File: src/rtl/pal_pkg.sv
// Shared types and helpers for the PAL OR plane: mode bit positions, FSM states,
// and the power-on one-hot mask mapping output i to product term (i mod NUM_TERMS).
package pal_pkg;

   localparam int MODE_REG = 0;
   localparam int MODE_INV = 1;

   // Widest OR mask the default-mask helper can describe; callers cast down to NUM_TERMS.
   localparam int PAL_MAX_TERMS = 64;

   typedef logic [1:0] pal_mode_t;

   typedef enum logic {
      IDLE   = 1'b0,
      COMMIT = 1'b1
   } pal_state_e;

   function automatic logic [PAL_MAX_TERMS-1:0] defaultMask(input int idx, input int numTerms);
      return PAL_MAX_TERMS'(1) << (idx % numTerms);
   endfunction

endpackage

File: src/rtl/pal_macrocell.sv
// One PAL output: OR of masked product terms, optional inversion, and a
// combinational/registered output select.
module pal_macrocell
   import pal_pkg::*;
#(
   parameter int NUM_TERMS = 8
) (
   input  logic                 clk,
   input  logic                 rst,
   input  logic                 hold_i,
   input  logic [NUM_TERMS-1:0] terms_i,
   input  logic [NUM_TERMS-1:0] mask_i,
   input  pal_mode_t            mode_i,
   output logic                 y_o
);

   logic orBit;
   logic polBit;
   logic q_q;

   assign orBit  = |(terms_i & mask_i);
   assign polBit = orBit ^ mode_i[MODE_INV];

   // The flop tracks polBit in both modes so switching to registered shows a current value.
   always_ff @(posedge clk or posedge rst) begin
      if (rst) begin
         q_q <= 1'b0;
      end else if (!hold_i) begin
         q_q <= polBit;
      end
   end

   assign y_o = mode_i[MODE_REG] ? q_q : polBit;

endmodule

File: src/rtl/pal_or_plane_cfg.sv
// Programmable PAL OR plane: shadow/active configuration banks with an atomic
// commit, driving NUM_OUTPUTS macrocells.
module pal_or_plane_cfg
   import pal_pkg::*;
#(
   parameter int NUM_TERMS   = 8,
   parameter int NUM_OUTPUTS = 4,
   parameter int ADDR_W      = (NUM_OUTPUTS > 1) ? $clog2(NUM_OUTPUTS) : 1
) (
   input  logic                   clk,
   input  logic                   rst,
   input  logic [NUM_TERMS-1:0]   terms,
   input  logic                   hold,
   input  logic                   cfg_valid,
   output logic                   cfg_ready,
   input  logic [ADDR_W-1:0]      cfg_addr,
   input  logic [NUM_TERMS-1:0]   cfg_mask,
   input  logic [1:0]             cfg_mode,
   input  logic                   cfg_commit,
   output logic                   cfg_pending,
   output logic                   cfg_err,
   output logic [NUM_OUTPUTS-1:0] y
);

   localparam logic [ADDR_W:0] NUM_OUT_W = (ADDR_W+1)'(NUM_OUTPUTS);

   pal_state_e state_q, state_d;
   logic       pending_q, pending_d;
   logic       err_q, err_d;

   logic [NUM_TERMS-1:0] shMask_q  [NUM_OUTPUTS];
   logic [NUM_TERMS-1:0] shMask_d  [NUM_OUTPUTS];
   pal_mode_t            shMode_q  [NUM_OUTPUTS];
   pal_mode_t            shMode_d  [NUM_OUTPUTS];
   logic [NUM_TERMS-1:0] actMask_q [NUM_OUTPUTS];
   logic [NUM_TERMS-1:0] actMask_d [NUM_OUTPUTS];
   pal_mode_t            actMode_q [NUM_OUTPUTS];
   pal_mode_t            actMode_d [NUM_OUTPUTS];

   // A write and a commit in the same IDLE cycle both take effect: the shadow
   // updates at that edge and COMMIT copies it one edge later.
   always_comb begin
      state_d   = state_q;
      pending_d = pending_q;
      err_d     = 1'b0;
      shMask_d  = shMask_q;
      shMode_d  = shMode_q;
      actMask_d = actMask_q;
      actMode_d = actMode_q;
      cfg_ready = (state_q == IDLE);
      case (state_q)
         IDLE: begin
            if (cfg_valid) begin
               if ({1'b0, cfg_addr} < NUM_OUT_W) begin
                  for (int i = 0; i < NUM_OUTPUTS; i++) begin
                     if (cfg_addr == ADDR_W'(i)) begin
                        shMask_d[i] = cfg_mask;
                        shMode_d[i] = cfg_mode;
                     end
                  end
                  pending_d = 1'b1;
               end else begin
                  err_d = 1'b1;
               end
            end
            if (cfg_commit) begin
               state_d = COMMIT;
            end
         end
         COMMIT: begin
            actMask_d = shMask_q;
            actMode_d = shMode_q;
            pending_d = 1'b0;
            state_d   = IDLE;
         end
      endcase
   end

   always_ff @(posedge clk or posedge rst) begin
      if (rst) begin
         state_q   <= IDLE;
         pending_q <= 1'b0;
         err_q     <= 1'b0;
         for (int i = 0; i < NUM_OUTPUTS; i++) begin
            shMask_q[i]  <= NUM_TERMS'(defaultMask(i, NUM_TERMS));
            shMode_q[i]  <= '0;
            actMask_q[i] <= NUM_TERMS'(defaultMask(i, NUM_TERMS));
            actMode_q[i] <= '0;
         end
      end else begin
         state_q   <= state_d;
         pending_q <= pending_d;
         err_q     <= err_d;
         shMask_q  <= shMask_d;
         shMode_q  <= shMode_d;
         actMask_q <= actMask_d;
         actMode_q <= actMode_d;
      end
   end

   assign cfg_pending = pending_q;
   assign cfg_err     = err_q;

   for (genvar g = 0; g < NUM_OUTPUTS; g++) begin : g_cell
      pal_macrocell #(
         .NUM_TERMS (NUM_TERMS)
      ) u_cell (
         .clk     (clk),
         .rst     (rst),
         .hold_i  (hold),
         .terms_i (terms),
         .mask_i  (actMask_q[g]),
         .mode_i  (actMode_q[g]),
         .y_o     (y[g])
      );
   end

endmodule
File: config.mk
export PLATFORM = sky130hd
export DESIGN_NAME = pal_or_plane_cfg
export DESIGN_NICKNAME = d
export VERILOG_FILES = /design/src/rtl/pal_pkg.sv /design/src/rtl/pal_macrocell.sv /design/src/rtl/pal_or_plane_cfg.sv
export SDC_FILE = /design/constraint.sdc
export NUM_CORES = 1
export LEC_CHECK = 0
export CAP_MARGIN = 20
export CORE_UTILIZATION = 41
export CTS_BUF_LIST = sky130_fd_sc_hd__clkbuf_8
export CTS_CLUSTER_SIZE = 10
export DETAILED_ROUTE_END_ITERATION = 8
export DONT_BUFFER_PORTS = 1
export GPL_TIMING_DRIVEN = 0
export PLACE_DENSITY = 0.55
export SETUP_SLACK_MARGIN = 0.4
export SLEW_MARGIN = 20
export SYNTH_ARGS = -nofsm -noshare
export SYNTH_HDL_FRONTEND = slang
export SYNTH_SLANG_ARGS = --single-unit
File: constraint.sdc
create_clock -name clk -period 2.67 [get_ports clk]
set_input_delay 0.534 -clock clk [delete_from_list [all_inputs] [get_ports clk]]
set_output_delay 0.534 -clock clk [all_outputs]
set_load 0.05 [all_outputs]
==> results of run 1 <==
==> layout by cell type (no fill, tap or decap), types with 3 or more instances in the layout <==
cell type | Yosys | final
dfrtp_1 | 78 | 78
buf_2 | 4 | 4
a221oi_2 | 0 | 4
a41oi_1 | 8 | 6
nor2_1 | 10 | 10
mux2_4 | 10 | 10
buf_4 | 8 | 7
mux2_1 | 27 | 27
mux2_2 | 43 | 43
nand2b_1 | 8 | 8
and4_4 | 0 | 3
clkbuf_8 | 0 | 11
inv_1 | 5 | 6
buf_6 | 1 | 5
a221oi_1 | 8 | 4
clkinvlp_4 | 0 | 3
dfstp_2 | 8 | 8
a22oi_2 | 0 | 16
==> per-stage QoR <==
stage	setup WS [ns]	util [%]	instances	area [sq um]
2_1_floorplan	0.804	-	246	3690
3_3_place_gp	0.529	43.8	354	3820
3_5_place_dp	0.520	44.3	356	3860
4_1_cts	0.381	47.0	372	4100
5_1_grt	0.374	48.2	375	4210
6_report	0.441	48.2	375	4210
==> worst min path at each step <==
stage	endpoint	startpoint	slack (ns)	depth (start not counted)
global route	shMask_q[13]	rst	0.15	1
floorplan	shMask_q[16]	shMask_q[16]	0.45	1
global placement	shMask_q[19]	shMask_q[19]	0.46	1
detailed placement	shMask_q[31]	shMask_q[31]	0.47	1
CTS	shMask_q[29]	rst	0.14	1
finish	shMask_q[13]	rst	0.13	1
==> layout make-up <==
type | count | area, sq um
flip-flops and latches | 86 | 2160
clock inverters | 5 | 27.5
multi-input cells | 140 | 1530
inverters | 6 | 26.3
well taps | 108 | 135
plain buffers | 14 | 110
repair buffers | 5 | 62.6
fillers | 768 | 4510
clock buffers | 11 | 151
==> kinds of logic after synthesis <==
family / count (synthesis)
other: 1
buffers and inverters: 20
multiplexers: 80
AND/OR/NAND/NOR: 27
AO/OA/AOI/OAI: 32
flip-flops: 86
==> per-layer routing <==
layer	share of wire (%)	track usage [%]
met1	49	24.0
met2	46	25.4
met3	3.6	4.55
met4	1.6	6.31
met5	0	0
==> synthesized netlist by cell type <==
library cell	instances
inv_1	5
and4bb_1	1
nand2b_1	8
conb_1	1
buf_2	4
mux2_4	10
buf_4	8
buf_6	1
dfrtp_1	78
nor4bb_4	1
nor2b_1	1
dfstp_2	8
inv_2	1
nand4_4	1
a221oi_1	8
clkbuf_1	1
mux2_2	43
mux2_1	27
nor2_1	10
and4_1	4
nor4b_2	1
a41oi_1	8
a22oi_1	16
==> registers in the layout, summed over array words and instances (netlist names) <==
name,count
g_cell.u_cell.q_q,4
actMask_q,32
state_q,1
actMode_q,8
cfg_pending,1
shMask_q,32
shMode_q,8
==> repair_timing <==
item | in CTS | in global routing
endpoints found under the setup margin | 4 | 4
pin swaps | 5 | 6
resized for setup | 11 | 18
buffers inserted | 0 | 3
==> power by group <==
part,leakage [nW],switching [mW],internal [mW]
sequential,1.01,0.240,1.69
combinational,0.650,0.460,0.518
clock,0.0939,0.447,0.381
total,1.76,1.15,2.58
==> metrics.log, run 1 <==
[metrics] worst-case clock buffer depth: 2
[metrics] transition time of the tightest slew-check pin: 0.656 ns
[metrics] reg-to-reg critical path startpoint: state_q
[metrics] result of the run: complete, no violations
[metrics] Worst-path clk slew: 0.08 ns
[metrics] Critical Path Max Stage Delay: 0.55 ns
[metrics] Leak: 1.76 nW
[metrics] depth of the most critical reg-to-reg path: 4
[metrics] highest net fanout along the worst path: 3
[metrics] Net count, final: 287
[metrics] Area growth, synth to finish: 14.2%
[metrics] core region area: 8720 sq um
[metrics] register-to-register setup slack: 1.05 ns
[metrics] insertion delay to the later sink of the worst-skew pair: 0.36 ns
[metrics] syn avg cell area: 15.0 sq um
[metrics] vias after detailed routing: 2036
[metrics] post-DR wirelength/cell: 19.5 um
[metrics] CTS buffer count: 9
[metrics] Vias per Instance: 5.43
[metrics] endpoint of the worst setup timing path: y[2]
[metrics] Slew Viols, Final: 0
[metrics] area share of and/or/nand/nor cells after synthesis: 5.50%
[metrics] maximum clock frequency: 0.449 GHz
[metrics] data arrival at the endpoint of the critical path: 1.69 ns
[metrics] number of antenna violations at the first check in global routing: 0
[metrics] max-capacitance violation count: 0
[metrics] total number of clock tree sinks: 86
[metrics] Slowest-stage cell, CP: dfstp_2
[metrics] Chip Width: 96.8 um
[metrics] Die Area: 9370 sq um
[metrics] CTS hold repair buffers: 0
[metrics] routability cong.: 0.733
[metrics] net count of the mapped netlist: 271
[metrics] I/O pin cnt: 32
[metrics] number of rows in the core area: 34
[metrics] layout cells sized above 1: 46.1%
[metrics] unrepaired setup endpoints after global routing: yes
[metrics] CP Capture Type: output pin
[metrics] Crit path depth: 4
[metrics] main combinational cell family by area after synthesis: multiplexers
[metrics] top cells by area in the synthesized netlist: dfrtp_1 (53%), mux2_2 (13%), mux2_1 (8.3%), dfstp_2 (5.7%), mux2_4 (4.1%)
[metrics] number of diodes added for antenna fixing: 0
[metrics] sequential-to-total area share from yosys stat: 58.7%
[metrics] maximum number of pins on one net before global-route repair: 34
[metrics] startpoint of the worst setup timing path: actMask_q[10]
[metrics] Gate Count Post-Synth: 246
[metrics] share of synthesized area spent on multiplexers: 25.5%
[metrics] remaining antenna violation count: 0
[metrics] number of levels in the clock H-tree: 3
[metrics] dpl hpwl: 5070 um
[metrics] first drt pass iteration count: 4
[metrics] Post-Synth Adder-Cell Area: 0%
[metrics] Yosys warnings: 0
[metrics] delay-heaviest family, CP: flip-flops
[metrics] register bit total from synthesis: 86
[metrics] WHS: 0.128 ns
[metrics] global-route usage over all layers: 17.1%
[metrics] Port Buf Inserts: 0
[metrics] Worst Setup Path Type: flip-flop to output pin
[metrics] Worst Path Required: 2.14 ns
[metrics] reg-to-reg critical path endpoint: shMask_q[4]
[metrics] setup violators final: 0
[metrics] Die Span Y: 96.8 um
[metrics] via count of the first global-routing pass: 2159
[metrics] buffer cell driving the clock tree root: clkbuf_8
[metrics] VDD IR-drop max: 412 uV
[metrics] cell type with the highest aggregate area in the netlist: dfrtp_1
[metrics] relative slew slack: 56.2%
[metrics] detailed-route wire length: 7320 um
[metrics] sequence of cells on the critical path: a22oi_2, and4_1, a221oi_2, buf_6
[metrics] TritonCTS clock tree: built
[metrics] total count of hold-check failures in the final report: 0
[metrics] TNS Setup: 0 ns
[metrics] share of the clock period used by the worst path after layout: 83.5%
[metrics] worst hold path type: input pin to asynchronous set/reset pin
[metrics] startpoint class of the critical path: flip-flop
[metrics] initial cell density of the core: 42.3%
[metrics] fraction of synthesized cell area taken by the top area cell type: 53.0%
[metrics] netlist area before placement: 3680 sq um
[metrics] share of the synthesized netlist area taken by xor and xnor gates: 0%
[metrics] post-synthesis compound-gate area fraction: 7.06%
[metrics] clock skew: 0.00761 ns
[metrics] gr ovfl total: 0
[metrics] critical path buffer and inverter count: 1
[metrics] count of cell types in the netlist: 23
[metrics] power density over the cells: 887 nW/um^2
[metrics] number of remaining DRC errors: 0
[metrics] global-route wire length before repair: 12000 um
[metrics] time the final worst path needs with I/O delays and setup: 2.23 ns
[metrics] post-layout total power: 3.73 mW
[metrics] initial drt markers: 69
(Power assumes the default switching activity.)
==> inputs of run 2 (changes only) <==
- clock period: 2.67 -> 2.01 ns (I/O delays scaled with it)
==> run 2 against run 1 <==
Effect of this change: the flow now finishes with violations (setup timing); setup slack worse by 0.56 ns; first-iteration DRC count is 17% higher; core utilization is 0.66 points higher; critical path depth stayed put; combinational power is 34% higher; critical endpoint unchanged.
==> metrics.log, run 2 (synthesized netlist as in run 1, its figures left out) <==
[metrics] Slew Viols, Final: 0
[metrics] least setup slack across all paths after layout: -0.115 ns
[metrics] core region area: 8720 sq um
[metrics] dpl cells: 356
[metrics] startpoint class of the critical path: flip-flop
[metrics] I/O pin cnt: 32
[metrics] global-route usage over all layers: 17.3%
[metrics] via count of the first global-routing pass: 2190
[metrics] global-route wire length before repair: 12200 um
[metrics] reg-to-reg critical path startpoint: state_q
[metrics] total count of hold-check failures in the final report: 0
[metrics] Vias per Instance: 5.49
[metrics] result of the run: finished, violations left
[metrics] post-placement cell area: 3890 sq um
[metrics] VDD IR-drop max: 441 uV
[metrics] routability cong.: 0.775
[metrics] number of antenna violations at the first check in global routing: 0
[metrics] CP Capture Type: output pin
[metrics] total number of clock tree sinks: 86
[metrics] area of all placed cells without fillers: 4270 sq um
[metrics] initial drt markers: 81
[metrics] Chip Width: 96.8 um
[metrics] CTS buffer count: 9
[metrics] transition time of the tightest slew-check pin: 0.562 ns
[metrics] depth of the most critical reg-to-reg path: 4
[metrics] Net count, final: 288
[metrics] number of rows in the core area: 34
[metrics] count of placed standard cells in the final layout, fillers left out: 376
[metrics] Worst Path Required: 1.61 ns
[metrics] buffer cell driving the clock tree root: clkbuf_8
[metrics] endpoint of the worst hold-timing path: shMask_q[18]
[metrics] register-to-register setup slack: 0.47 ns
[metrics] gr ovfl total: 0
[metrics] post-DR wirelength/cell: 20.0 um
[metrics] Worst Setup Path Type: flip-flop to output pin
[metrics] Die Span Y: 96.8 um
[metrics] number of diodes added for antenna fixing: 0
[metrics] highest net fanout along the worst path: 3
[metrics] Post-Place Worst Slack: 0.143 ns
[metrics] WHS: 0.168 ns
[metrics] Die Area: 9370 sq um
[metrics] relative slew slack: 62.4%
[metrics] detailed-route wire length: 7500 um
[metrics] maximum clock frequency: 0.471 GHz
[metrics] worst hold path type: input pin to flip-flop
[metrics] Fill cells: 753
[metrics] number of remaining DRC errors: 0
[metrics] Area growth, synth to finish: 15.8%
[metrics] remaining antenna violation count: 0
[metrics] cell count of the worst hold path: 1
[metrics] largest registers: actMask_q x32, shMask_q x32
[metrics] vias after detailed routing: 2064
[metrics] TNS Setup: -0.322 ns
[metrics] Final Core Density: 48.9%
[metrics] insertion delay to the later sink of the worst-skew pair: 0.36 ns
[metrics] startpoint of the lowest-slack hold path: cfg_mask[2]
[metrics] share of the clock period used by the worst path after layout: 106%
[metrics] post-layout total power: 5.12 mW
[metrics] max-capacitance violation count: 0
[metrics] first drt pass iteration count: 4
[metrics] reg-to-reg critical path endpoint: shMode_q[6]
[metrics] dpl hpwl: 4930 um
[metrics] power density over the cells: 1200 nW/um^2
[metrics] time the final worst path needs with I/O delays and setup: 2.12 ns
[metrics] TritonCTS clock tree: built
[metrics] worst-case clock buffer depth: 2
[metrics] Port Buf Inserts: 0
[metrics] number of levels in the clock H-tree: 3
[metrics] data arrival at the endpoint of the critical path: 1.72 ns
[metrics] clock skew: 0.0146 ns
[metrics] leading cell type in the layout, fill and taps excluded: dfrtp_1
[metrics] Worst-path clk slew: 0.09 ns
[metrics] maximum number of pins on one net before global-route repair: 34
[metrics] commonest cells after routing, fill and taps aside: dfrtp_1 (78), mux2_2 (43), mux2_1 (27), a22oi_2 (16), clkbuf_8 (11)
[metrics] unrepaired setup endpoints after global routing: yes
[metrics] setup violators final: 4
[metrics] violated checks: setup timing
[metrics] Leak: 1.78 nW
[metrics] initial cell density of the core: 42.3%
[metrics] layout cells sized above 1: 46.6%
## run 2: changes by cell type in the layout (fill, tap and decap cells not counted), sizes merged
cell	change
dlygate4sd3	+1
bufinv	+1
clkinvlp	-2
inv	-2
clkinv	+3
## run 2: what timing repair did
| item | 4_1_cts | 5_1_grt |
|---|---|---|
| setup endpoints to repair | 10 | 4 |
| hold buffers | 1 | 0 |
| gates resized for setup | 18 | 7 |
| hold endpoints to repair | 22 | 0 |
| setup buffers | 1 | 2 |
| pin swaps | 1 | 8 |
## run 2: worst max path at each step
stage	from	to	slack, ns	depth (start not counted)
detailed placement	terms[4]	y[3]	0.14	4
floorplan	actMask_q[3]	y[3]	0.41	4
finish	actMask_q[10]	y[2]	-0.11	4
global placement	rst	shMask_q[18]	0.11	1
global route	actMask_q[26]	y[0]	-0.18	4
CTS	actMask_q[10]	y[2]	-0.10	4
## run 2: area by class of cell
type                            count  area (sq um)  share of cell area [%]
Buffer                             14           110                    2.58
Clock buffer                       11           151                    3.55
Clock inverter                      5          57.6                    1.35
Inverter                            6          26.3                   0.616
Multi-Input combinational cell    140          1540                    36.1
Sequential cell                    86          2160                    50.7
Tap cell                          108           135                    3.17
Timing Repair Buffer                6          85.1                    1.99
## run 2: per-layer routing
layer / GRT usage, % / vias to the layer above / part of all wire [%]
li1: - / 940 / -
met1: 25.1 / 1083 / 50
met3: 4.48 / 9 / 2.9
met4: 6.54 / 0 / 1.5
met2: 24.9 / 32 / 46
met5: 0 / - / 0
## run 2: critical path: stages, from the launching register on
cell      delay, ns
dfstp_2        0.55
a22oi_2        0.10
and4_4         0.17
a221oi_2       0.32
buf_6          0.21
## run 2: where the power goes
part | switching (mW) | total [mW] | internal (mW)
Combinational | 0.629 | 1.31 | 0.683
Sequential | 0.314 | 2.55 | 2.24
Clock | 0.616 | 1.26 | 0.642
Total | 1.56 | 5.12 | 3.56
